File: src/rtl/os_ctrl_pkg.sv
// Shared opcodes, scheduler state and trap-cause encodings for the OS control path.
package os_ctrl_pkg;

  localparam logic [5:0] OP_IN       = 6'h08;
  localparam logic [5:0] OP_JR       = 6'h13;
  localparam logic [5:0] OP_HALT     = 6'h19;
  localparam logic [5:0] OP_SET_PID  = 6'h1C;
  localparam logic [5:0] OP_KSWAP    = 6'h21;
  localparam logic [5:0] OP_BR_05    = 6'h05;
  localparam logic [5:0] OP_BEQ      = 6'h0A;
  localparam logic [5:0] OP_BNE      = 6'h0B;

  typedef enum logic [1:0] {
    ST_KERNEL = 2'd0,
    ST_USER   = 2'd1,
    ST_DRAIN  = 2'd2,
    ST_TRAP   = 2'd3
  } state_e;

  typedef enum logic [1:0] {
    CAUSE_NONE    = 2'b00,
    CAUSE_QUANTUM = 2'b01,
    CAUSE_SYSCALL = 2'b10,
    CAUSE_EXIT    = 2'b11
  } cause_e;

  // Control-flow and IN opcodes must not be the preemption point: the PC
  // they leave behind would not be a clean resume address.
  function automatic logic drain_exempt(input logic [5:0] op);
    return (op == OP_BR_05) || (op == OP_BEQ) || (op == OP_BNE) ||
           (op == OP_JR)    || (op == OP_IN);
  endfunction

endpackage

File: src/rtl/quantum_scheduler_if.sv
// Core <-> scheduler signal bundle; master is the core/control unit side.
interface quantum_scheduler_if #(
  parameter int QUANTUM_W = 16,
  parameter int PID_W     = 6
);
  logic                 instr_valid;
  logic [5:0]           opcode;
  logic                 pid_wr;
  logic [PID_W-1:0]     pid_in;
  logic                 quantum_wr;
  logic [QUANTUM_W-1:0] quantum_in;
  logic                 io_ack;
  logic                 stall;
  logic                 trap;
  logic [1:0]           trap_cause;
  logic                 kernel_mode;
  logic [PID_W-1:0]     cur_pid;
  logic [QUANTUM_W-1:0] instr_count;

  modport master (
    output instr_valid, opcode, pid_wr, pid_in, quantum_wr, quantum_in, io_ack,
    input  stall, trap, trap_cause, kernel_mode, cur_pid, instr_count
  );

  modport slave (
    input  instr_valid, opcode, pid_wr, pid_in, quantum_wr, quantum_in, io_ack,
    output stall, trap, trap_cause, kernel_mode, cur_pid, instr_count
  );
endinterface

File: src/rtl/quantum_scheduler_counter.sv
// Quantum register plus retired-instruction counter with an "about to hit" compare.
module quantum_counter #(
  parameter int W         = 16,
  parameter int DEFAULT_Q = 100
) (
  input  logic         clk,
  input  logic         rst_n,
  input  logic         i_load,
  input  logic [W-1:0] i_load_val,
  input  logic         i_clr,
  input  logic         i_en,
  output logic [W-1:0] o_count,
  output logic         o_hit_next
);
  logic [W-1:0] r_count;
  logic [W-1:0] r_quantum;
  logic [W-1:0] w_q_m1;

  // Quantum is never 0, so quantum-1 cannot underflow; comparing against it
  // flags the increment that lands exactly on the quantum.
  assign w_q_m1     = r_quantum - W'(1);
  assign o_hit_next = (r_count == w_q_m1);
  assign o_count    = r_count;

  // Quantum load (0 coerced to 1) and clear-priority counting.
  always_ff @(posedge clk or negedge rst_n) begin
    if (!rst_n) begin
      r_count   <= '0;
      r_quantum <= W'(DEFAULT_Q);
    end else begin
      if (i_load) r_quantum <= (i_load_val == '0) ? W'(1) : i_load_val;
      if (i_clr)      r_count <= '0;
      else if (i_en)  r_count <= r_count + W'(1);
    end
  end
endmodule

File: src/rtl/quantum_scheduler.sv
// Round-robin preemption controller: mode/PID tracking, quantum expiry, traps, IN wait.
module quantum_scheduler
  import os_ctrl_pkg::*;
#(
  parameter int QUANTUM_W       = 16,
  parameter int DEFAULT_QUANTUM = 100,
  parameter int PID_W           = 6
) (
  input logic                clk,
  input logic                rst_n,
  quantum_scheduler_if.slave bus
);
  state_e             r_state;
  cause_e             r_cause;
  logic               r_trap;
  logic               r_kernel_mode;
  logic               r_armed;
  logic               r_io_wait;
  logic [PID_W-1:0]   r_pending_pid;
  logic [PID_W-1:0]   r_cur_pid;
  logic [QUANTUM_W-1:0] w_count;
  logic               w_hit_next;
  logic               w_retire;
  logic               w_kswap;
  logic               w_halt;

  assign w_retire = bus.instr_valid & ~r_io_wait;
  assign w_kswap  = (bus.opcode == OP_KSWAP);
  assign w_halt   = (bus.opcode == OP_HALT);

  quantum_counter #(.W(QUANTUM_W), .DEFAULT_Q(DEFAULT_QUANTUM)) u_cnt (
    .clk       (clk),
    .rst_n     (rst_n),
    .i_load    (bus.quantum_wr && (r_state == ST_KERNEL)),
    .i_load_val(bus.quantum_in),
    .i_clr     ((r_state == ST_KERNEL) || (r_state == ST_TRAP)),
    .i_en      (w_retire && (r_state == ST_USER)),
    .o_count   (w_count),
    .o_hit_next(w_hit_next)
  );

  // Scheduler FSM: dispatch, counting, drain to a safe preemption point, trap.
  always_ff @(posedge clk or negedge rst_n) begin
    if (!rst_n) begin
      r_state       <= ST_KERNEL;
      r_cause       <= CAUSE_NONE;
      r_trap        <= 1'b0;
      r_kernel_mode <= 1'b1;
      r_armed       <= 1'b0;
      r_pending_pid <= '0;
      r_cur_pid     <= '0;
    end else begin
      r_trap <= 1'b0;
      case (r_state)
        ST_KERNEL: begin
          if (bus.pid_wr && (bus.pid_in != '0)) begin
            r_pending_pid <= bus.pid_in;
            r_armed       <= 1'b1;
          end
          if (w_retire && (bus.opcode == OP_JR) && r_armed) begin
            r_state       <= ST_USER;
            r_cur_pid     <= r_pending_pid;
            r_armed       <= 1'b0;
            r_kernel_mode <= 1'b0;
          end
        end
        ST_USER: begin
          if (w_retire) begin
            if (w_kswap) begin
              r_state <= ST_TRAP; r_trap <= 1'b1; r_cause <= CAUSE_SYSCALL;
            end else if (w_halt) begin
              r_state <= ST_TRAP; r_trap <= 1'b1; r_cause <= CAUSE_EXIT;
            end else if (w_hit_next) begin
              r_state <= ST_DRAIN;
            end
          end
        end
        ST_DRAIN: begin
          if (w_retire) begin
            if (w_kswap) begin
              r_state <= ST_TRAP; r_trap <= 1'b1; r_cause <= CAUSE_SYSCALL;
            end else if (w_halt) begin
              r_state <= ST_TRAP; r_trap <= 1'b1; r_cause <= CAUSE_EXIT;
            end else if (!drain_exempt(bus.opcode)) begin
              r_state <= ST_TRAP; r_trap <= 1'b1; r_cause <= CAUSE_QUANTUM;
            end
          end
        end
        default: begin
          // Trap cycle: hand control back to the kernel; PID stays for it to read.
          r_state       <= ST_KERNEL;
          r_kernel_mode <= 1'b1;
        end
      endcase
    end
  end

  // IN wait: set by a retiring IN, cleared only by an ack that arrives while waiting.
  always_ff @(posedge clk or negedge rst_n) begin
    if (!rst_n) begin
      r_io_wait <= 1'b0;
    end else if (w_retire && (bus.opcode == OP_IN)) begin
      r_io_wait <= 1'b1;
    end else if (r_io_wait && bus.io_ack) begin
      r_io_wait <= 1'b0;
    end
  end

  assign bus.stall       = r_io_wait;
  assign bus.trap        = r_trap;
  assign bus.trap_cause  = r_cause;
  assign bus.kernel_mode = r_kernel_mode;
  assign bus.cur_pid     = r_cur_pid;
  assign bus.instr_count = w_count;

endmodule

File: src/flat_wrapper.sv
// flat-port wrapper written by rule: the top's interface ports become plain ports
module quantum_scheduler_flat import os_ctrl_pkg::*;
#(
  parameter int QUANTUM_W       = 16,
  parameter int DEFAULT_QUANTUM = 100,
  parameter int PID_W           = 6
)
  (clk, rst_n, bus_instr_valid, bus_opcode, bus_pid_wr, bus_pid_in, bus_quantum_wr, bus_quantum_in, bus_io_ack, bus_stall, bus_trap, bus_trap_cause, bus_kernel_mode, bus_cur_pid, bus_instr_count);
  quantum_scheduler_if #(.QUANTUM_W(QUANTUM_W), .PID_W(PID_W)) bus_i ();
  input logic clk;
  input logic rst_n;
  input wire logic [$bits(bus_i.instr_valid)-1:0] bus_instr_valid;
  input wire logic [$bits(bus_i.opcode)-1:0] bus_opcode;
  input wire logic [$bits(bus_i.pid_wr)-1:0] bus_pid_wr;
  input wire logic [$bits(bus_i.pid_in)-1:0] bus_pid_in;
  input wire logic [$bits(bus_i.quantum_wr)-1:0] bus_quantum_wr;
  input wire logic [$bits(bus_i.quantum_in)-1:0] bus_quantum_in;
  input wire logic [$bits(bus_i.io_ack)-1:0] bus_io_ack;
  output wire logic [$bits(bus_i.stall)-1:0] bus_stall;
  output wire logic [$bits(bus_i.trap)-1:0] bus_trap;
  output wire logic [$bits(bus_i.trap_cause)-1:0] bus_trap_cause;
  output wire logic [$bits(bus_i.kernel_mode)-1:0] bus_kernel_mode;
  output wire logic [$bits(bus_i.cur_pid)-1:0] bus_cur_pid;
  output wire logic [$bits(bus_i.instr_count)-1:0] bus_instr_count;
  assign bus_i.instr_valid = bus_instr_valid;
  assign bus_i.opcode = bus_opcode;
  assign bus_i.pid_wr = bus_pid_wr;
  assign bus_i.pid_in = bus_pid_in;
  assign bus_i.quantum_wr = bus_quantum_wr;
  assign bus_i.quantum_in = bus_quantum_in;
  assign bus_i.io_ack = bus_io_ack;
  assign bus_stall = bus_i.stall;
  assign bus_trap = bus_i.trap;
  assign bus_trap_cause = bus_i.trap_cause;
  assign bus_kernel_mode = bus_i.kernel_mode;
  assign bus_cur_pid = bus_i.cur_pid;
  assign bus_instr_count = bus_i.instr_count;
  quantum_scheduler #(.QUANTUM_W(QUANTUM_W), .DEFAULT_QUANTUM(DEFAULT_QUANTUM), .PID_W(PID_W)) u_core (.clk(clk), .rst_n(rst_n), .bus(bus_i));
endmodule
File: config.mk
export PLATFORM = sky130hd
export DESIGN_NAME = quantum_scheduler_flat
export DESIGN_NICKNAME = d
export VERILOG_FILES = /design/src/rtl/os_ctrl_pkg.sv /design/src/rtl/quantum_scheduler_if.sv /design/src/rtl/quantum_scheduler_counter.sv /design/src/rtl/quantum_scheduler.sv /design/src/flat_wrapper.sv
export SDC_FILE = /design/constraint.sdc
export NUM_CORES = 1
export LEC_CHECK = 0
export BUFFER_PORTS_ARGS = -buffer_cell sky130_fd_sc_hd__buf_2
export CAP_MARGIN = 20
export CORE_ASPECT_RATIO = 1.1
export CORE_MARGIN = 1.5
export CORE_UTILIZATION = 30
export CTS_BUF_LIST = sky130_fd_sc_hd__clkbuf_4 sky130_fd_sc_hd__clkbuf_8
export DETAILED_ROUTE_END_ITERATION = 16
export GPL_TIMING_DRIVEN = 0
export HOLD_SLACK_MARGIN = 0.02
export PLACE_DENSITY = 0.59
export SLEW_MARGIN = 20
export SYNTH_ARGS = -nofsm -noshare
export SYNTH_HDL_FRONTEND = slang
export SYNTH_SLANG_ARGS = --single-unit
File: constraint.sdc
create_clock -name clk -period 3.2 [get_ports clk]
set_input_delay 0.16 -clock clk [delete_from_list [all_inputs] [get_ports clk]]
set_output_delay 0.16 -clock clk [all_outputs]
set_load 0.02 [all_outputs]
## Word level (Yosys, flattened, before mapping)

Index checks and enable logic that the tools add are counted.

| storage, ports and cells | value |
|---|---|
| bits in registers | 52 |
| bits of input ports | 34 |
| output and inout bits | 27 |
| word-level logic and storage cells | 93 |

| operators by class | value |
|---|---|
| $add $sub $neg | 2 |
| equality and inequality tests | 17 |
| muxes and demuxes | 35 |
| bitwise gates (word level) | 3 |
| reductions and logical operators | 26 |

Operators with widths:

| operator | count |
|---|---|
| 16-bit two-way mux | 3 |
| 2-bit two-way mux | 16 |
| 6-bit by 4-bit equality test with 1-bit output, second input constant | 3 |
| 16-bit by 1-bit adder with 16-bit output, second input constant | 1 |
| 16-bit equality test | 1 |
| 16-bit logical NOT | 1 |
| 16-bit by 1-bit subtractor with 16-bit output, second input constant | 1 |
| 6-bit by 5-bit equality test with 1-bit output, second input constant | 2 |
| 1-bit two-way mux | 12 |
| 5-bit AND reduction | 2 |
| 4-bit by 2-bit inequality test with 1-bit output, second input constant | 2 |
| 2-bit AND reduction | 4 |
| 2-bit nonzero test | 4 |
| 1-bit logical AND | 7 |
| 6-bit by 3-bit equality test with 1-bit output, second input constant | 1 |
| 6-bit equality test, second input constant | 1 |
| 2-bit one-hot mux with 3 select lines | 1 |
| 6-bit nonzero test | 1 |
| 1-bit logical OR | 5 |
| 2-bit equality test, second input constant | 2 |
| 2-bit by 1-bit inequality test with 1-bit output, second input constant | 2 |
| 1-bit one-hot mux with 2 select lines | 2 |
| 2-bit one-hot mux with 2 select lines | 1 |
| 3-bit by 1-bit inequality test with 1-bit output, second input constant | 1 |
| other kinds (6) | 7 |

## Depth between registers and ports, before layout

| depth | value |
|---|---|
| word-level depth | 10 |
| depth in mapped cells | 9 |
| depth with buffers taken out | 9 |

## Hierarchy

A second synthesis with hierarchy kept.

| unflattened totals | value |
|---|---|
| cell total of the unflattened synthesis | 295 |
| area total of the unflattened synthesis | 3061.7 um2 |

Modules (own cells, without submodules):

| module | times used | cells an instance | area each (um2) | seq. area each (um2) |
|---|---|---|---|---|
| quantum_counter | 1 | 204 | 2003.2 | 804.5 |
| quantum_scheduler | 1 | 91 | 1058.5 | 501.7 |

## Worst setup path after synthesis

OpenSTA, ideal clock, no wires.

| timing | value |
|---|---|
| path kind | flip-flop to flip-flop |
| from | reg u_core.u_cnt.r_quantum[1] |
| to | reg u_core.r_state[0] |
| library setup time | 131 ps |
| data arrival time | 2365 ps |
| data required time | 3069 ps |
| setup slack | 704 ps |
| stages on the path, launching flop included | 9 |
| path buffers | 1 |
| period minus slack after synthesis | 2496 ps |
| cells stage by stage | dfrtp_1 -> or4_1 -> buf_2 -> or4_1 -> o311ai_1 -> o22ai_1 -> a2111oi_4 -> and2_1 -> o211ai_1 |

| between the ends | value |
|---|---|
| word-level cells in the longest chain between the ends | 4 |

Ends and longest elaborated chain:

| element | line | RTL |
|---|---|---|
| start: declaration | quantum_scheduler_counter.sv:16 | `logic [W-1:0] r_quantum;` |
| start signal: assignment | quantum_scheduler_counter.sv:29 | `r_quantum <= W'(DEFAULT_Q);` |
| start signal: assignment | quantum_scheduler_counter.sv:31 | `if (i_load) r_quantum <= (i_load_val == '0) ? W'(1) : i_load_val;` |
| 16-bit by 1-bit subtractor with 16-bit output | quantum_scheduler_counter.sv:21 | `assign w_q_m1 = r_quantum - W'(1);` |
| 16-bit equality test | quantum_scheduler_counter.sv:22 | `assign o_hit_next = (r_count == w_q_m1);` |
| 4-bit by 2-bit inequality test with 1-bit output (no line) | - |  |
| 5-bit AND reduction (no line) | - |  |
| end signal: assignment | quantum_scheduler.sv:45 | `r_state <= ST_KERNEL;` |
| end signal: assignment | quantum_scheduler.sv:61 | `r_state <= ST_USER;` |
| end signal: assignment | quantum_scheduler.sv:70 | `r_state <= ST_TRAP; r_trap <= 1'b1; r_cause <= CAUSE_SYSCALL;` |
| end: declaration | quantum_scheduler.sv:13 | `state_e r_state;` |

Every way passes these cells.
A chain may end at the register's enable or synchronous reset.

## Worst setup path after layout

| timing | value |
|---|---|
| from | reg u_core.u_cnt.r_quantum[10] |
| to | reg u_core.r_state[0] |

The elaborated chain is that of the path after synthesis.

==> metrics.cfg <==
[route]
dr_total_vias=2438
drt-pass1-iter-count=4
wl_per_cell_um=14.05
drc=0
wirelength_um=6915
first_iter_violations=78
via_per_inst=4.955
ant_nets=0

[critical_path]
worstPathArrival_ps=3050
cp_slowest_cell=or4_1
critPathKind=reg -> reg
cp.required_ps=3400
cpPeakStageDelay_ps=580
rrSetupSlack_ps=350
worstSetupStartpointType=flip-flop
crit_fanout=7
crit_family=simple AND/OR/NAND/NOR gates
critical_path.endpoint_type=flip-flop
crit_buf_inv=1
crit_chain=clkbuf_1, or4_1, nor4_2, nand2_1, xor2_1, o311ai_0, and2_1, o211ai_1

[logic_synthesis]
async_flop_share_pct=100.0
synth_fp_nets=342
synth_area_mm2=0.003084
synth_edf_count=0
synthCells=302
synth_cell_types=55
ys.flop_type=dfrtp_1
yosysTopAreaCell=dfrtp_1
avgSynthCellArea_um2=10.21
synth.most_common_cell=dfrtp_1
ys_top_cells_by_count=dfrtp_1, xnor2_1, mux2_2, nand2_1, and2_1
netlist.area_leader.share_pct=38.95
yosys-top-cells-area=dfrtp_1, mux2_2, xnor2_1
ys_seq_elements=52
yosys_warnings=0
seq_area_frac_synth_pct=42.35

[clock_network]
root_buffer=clkbuf_8
clock_latency_ps=310
cts_buffer_depth=2
numCtsBuffers=5
path_clk_slew_ps=100
clock_sinks=52
h-tree-depth=2
cts_setup_buffers=0
tritoncts=built

[place]
portBuffers=60
gp_congestion=0.7867
pre_cts_slack_ps=345.4
place_hpwl_um=5411
dp.cells=482

[timing]
rsz0062_at_grt=false
hold_viol=0
fin_crit_ps=2849
finalSetupViolations=0
finalCritPeriodShare_pct=89.03
finalWorstSetupSlack_ps=351.1
totalNegativeSetupSlack_ps=0
relSlewSlack_pct=55.90
report.final.slew_viol_count=0
skew_ps=10.60
max_freq_ghz=0.3510
worstMarginPinSlew_ps=657.5

[floorplanning]
die_area_mm2=0.01090
num_rows=38
initial_core_util_pct=31.04
ios=61
die_x_um=99.68
die-height_um=109.3
coreArea_mm2=0.009937

[grt]
grt_overflow=0
first_global_vias=2516
antenna_found_initial=0
grt_usage_pct=13.53
grt_pass1_wl_um=11830
grt_max_degree=53

[layout]
instances_no_fill=492
drive_gt1_share_pct=27.69
nFillCells=1017
diodes=0
area_growth_pct=18.30
layout.nets=411

[pwr]
p_per_area_mw_per_mm2=682.5
p_leak_nw=1.567
irDropWorstVdd_mv=0.3084
total_power_mw=2.490

[flow_run]
drv_cap=0

[min_path]
hold_path.class=in -> reg

[status]
outcome=finished, final reports clean

[worst paths after layout]
| path | start | endpoint | cells past startpoint |
|---|---|---|---|
| min in group asynchronous | rst_n | u_core.bus.cur_pid[2]$_DFFE_PN0P_ | 2 |
| max in group asynchronous | rst_n | u_core.u_cnt.o_count[11]$_DFFE_PN0P_ | 2 |
| hold / removal | bus_pid_in[0] | u_core.r_pending_pid[0]$_DFFE_PN0P_ | 2 |
| setup reg to reg | u_core.u_cnt.r_quantum[10]$_DFFE_PN0P_ | u_core.r_state[0]$_DFFE_PN0P_ | 8 |
| setup / recovery | u_core.u_cnt.r_quantum[10]$_DFFE_PN0P_ | u_core.r_state[0]$_DFFE_PN0P_ | 8 |
| hold reg to reg | u_core.bus.trap_cause[1]$_DFFE_PN0P_ | u_core.bus.trap_cause[1]$_DFFE_PN0P_ | 1 |
[registers in the layout, indices dropped and copies added, names as in the netlist]
signal                  cells
u_core.u_cnt.o_count       16
u_core.u_cnt.r_quantum     16
u_core.bus.cur_pid          6
u_core.r_pending_pid        6
u_core.bus.trap_cause       2
u_core.r_state              2
u_core.bus.kernel_mode      1
u_core.bus.stall            1
u_core.bus.trap             1
u_core.r_armed              1
[power breakdown]
group	total [mW]	internal [mW]	switching, mW
combinational	1.07	0.488	0.580
sequential	1.03	0.859	0.175
clock	0.388	0.157	0.231
[worst register-to-register path: stages (launching register included)]
cell,delay (ps)
dfrtp_1,370
clkbuf_1,200
or4_1,580
nor4_2,350
nand2_1,150
xor2_1,180
o311ai_0,570
and2_1,250
o211ai_1,100
[logic make-up after synthesis]
family	after synthesis	share of synthesized area, %
buffers and inverters	20	2.515
AND/OR/NAND/NOR	127	24.18
AO/OA/AOI/OAI	36	9.006
multiplexers	29	10.43
flip-flops	52	42.35
adder cells (fa/ha/maj)	6	2.434
XOR/XNOR	32	9.087
[final cells by class]
| class | instances | area, um^2 | area share [%] |
|---|---|---|---|
| timing repair buffer | 62 | 322.8 | 8.848 |
| multi-input combinational | 230 | 1700 | 46.60 |
| inverter | 8 | 30.03 | 0.8230 |
| clock buffer | 5 | 68.82 | 1.886 |
| buffer | 12 | 47.55 | 1.303 |
| clock inverter | 3 | 22.52 | 0.6173 |
| tap | 120 | 150.1 | 4.115 |
| sequential | 52 | 1306 | 35.80 |
[cells in the final DEF, fill, tap and decap left out, types with 2 or more instances in the layout]
cell type       n
nor3_1          5
a21oi_1         2
mux2_2         21
and2_1         19
mux2i_1         4
nand2_1        20
dlygate4sd3_1   2
o21ai_1         3
o31ai_1         2
o21a_1          3
or4_1           6
clkbuf_1       10
nand4b_1        3
and3_1          4
nor2b_1         4
a211oi_1        2
nor3b_1         4
ha_1            6
nand4_1         5
buf_2          61
nor4_1          6
a31oi_1         2
nand3b_1        6
nor2_1         16
inv_1           8
o21ai_0         6
xor2_1          9
or3b_2          2
mux2_1          4
dfrtp_1        48
o211ai_1        4
clkbuf_8        5
or2_2           2
and3b_1         4
xnor2_1        23
nand3_1        13
dfstp_2         4
[metrics by stage]
stage | cell area [um^2] | hold slack [ps] | util [%]
final | 3649 | 67.05 | 36.72
after global routing | 3649 | 57.13 | 36.72
after CTS | 3649 | 63.72 | 36.72
after detailed placement | 3537 | 237.3 | 35.60
after global placement | 3535 | 337.9 | 35.57
after floorplan | 3084 | -135.6 | -
[routing by layer]
layer,up-vias,share of wire (%),global-route usage [%]
met4,0,1.2,3.622
met1,1161,44,16.04
li1,1224,-,-
met3,9,4.5,3.369
met5,-,0,0
met2,44,50,24.39
[timing repair]
item                      CTS  global route
hold endpoints to repair   49             0
gates resized for setup     0             0
hold buffers                2             0
(Power assumes the default switching activity.)
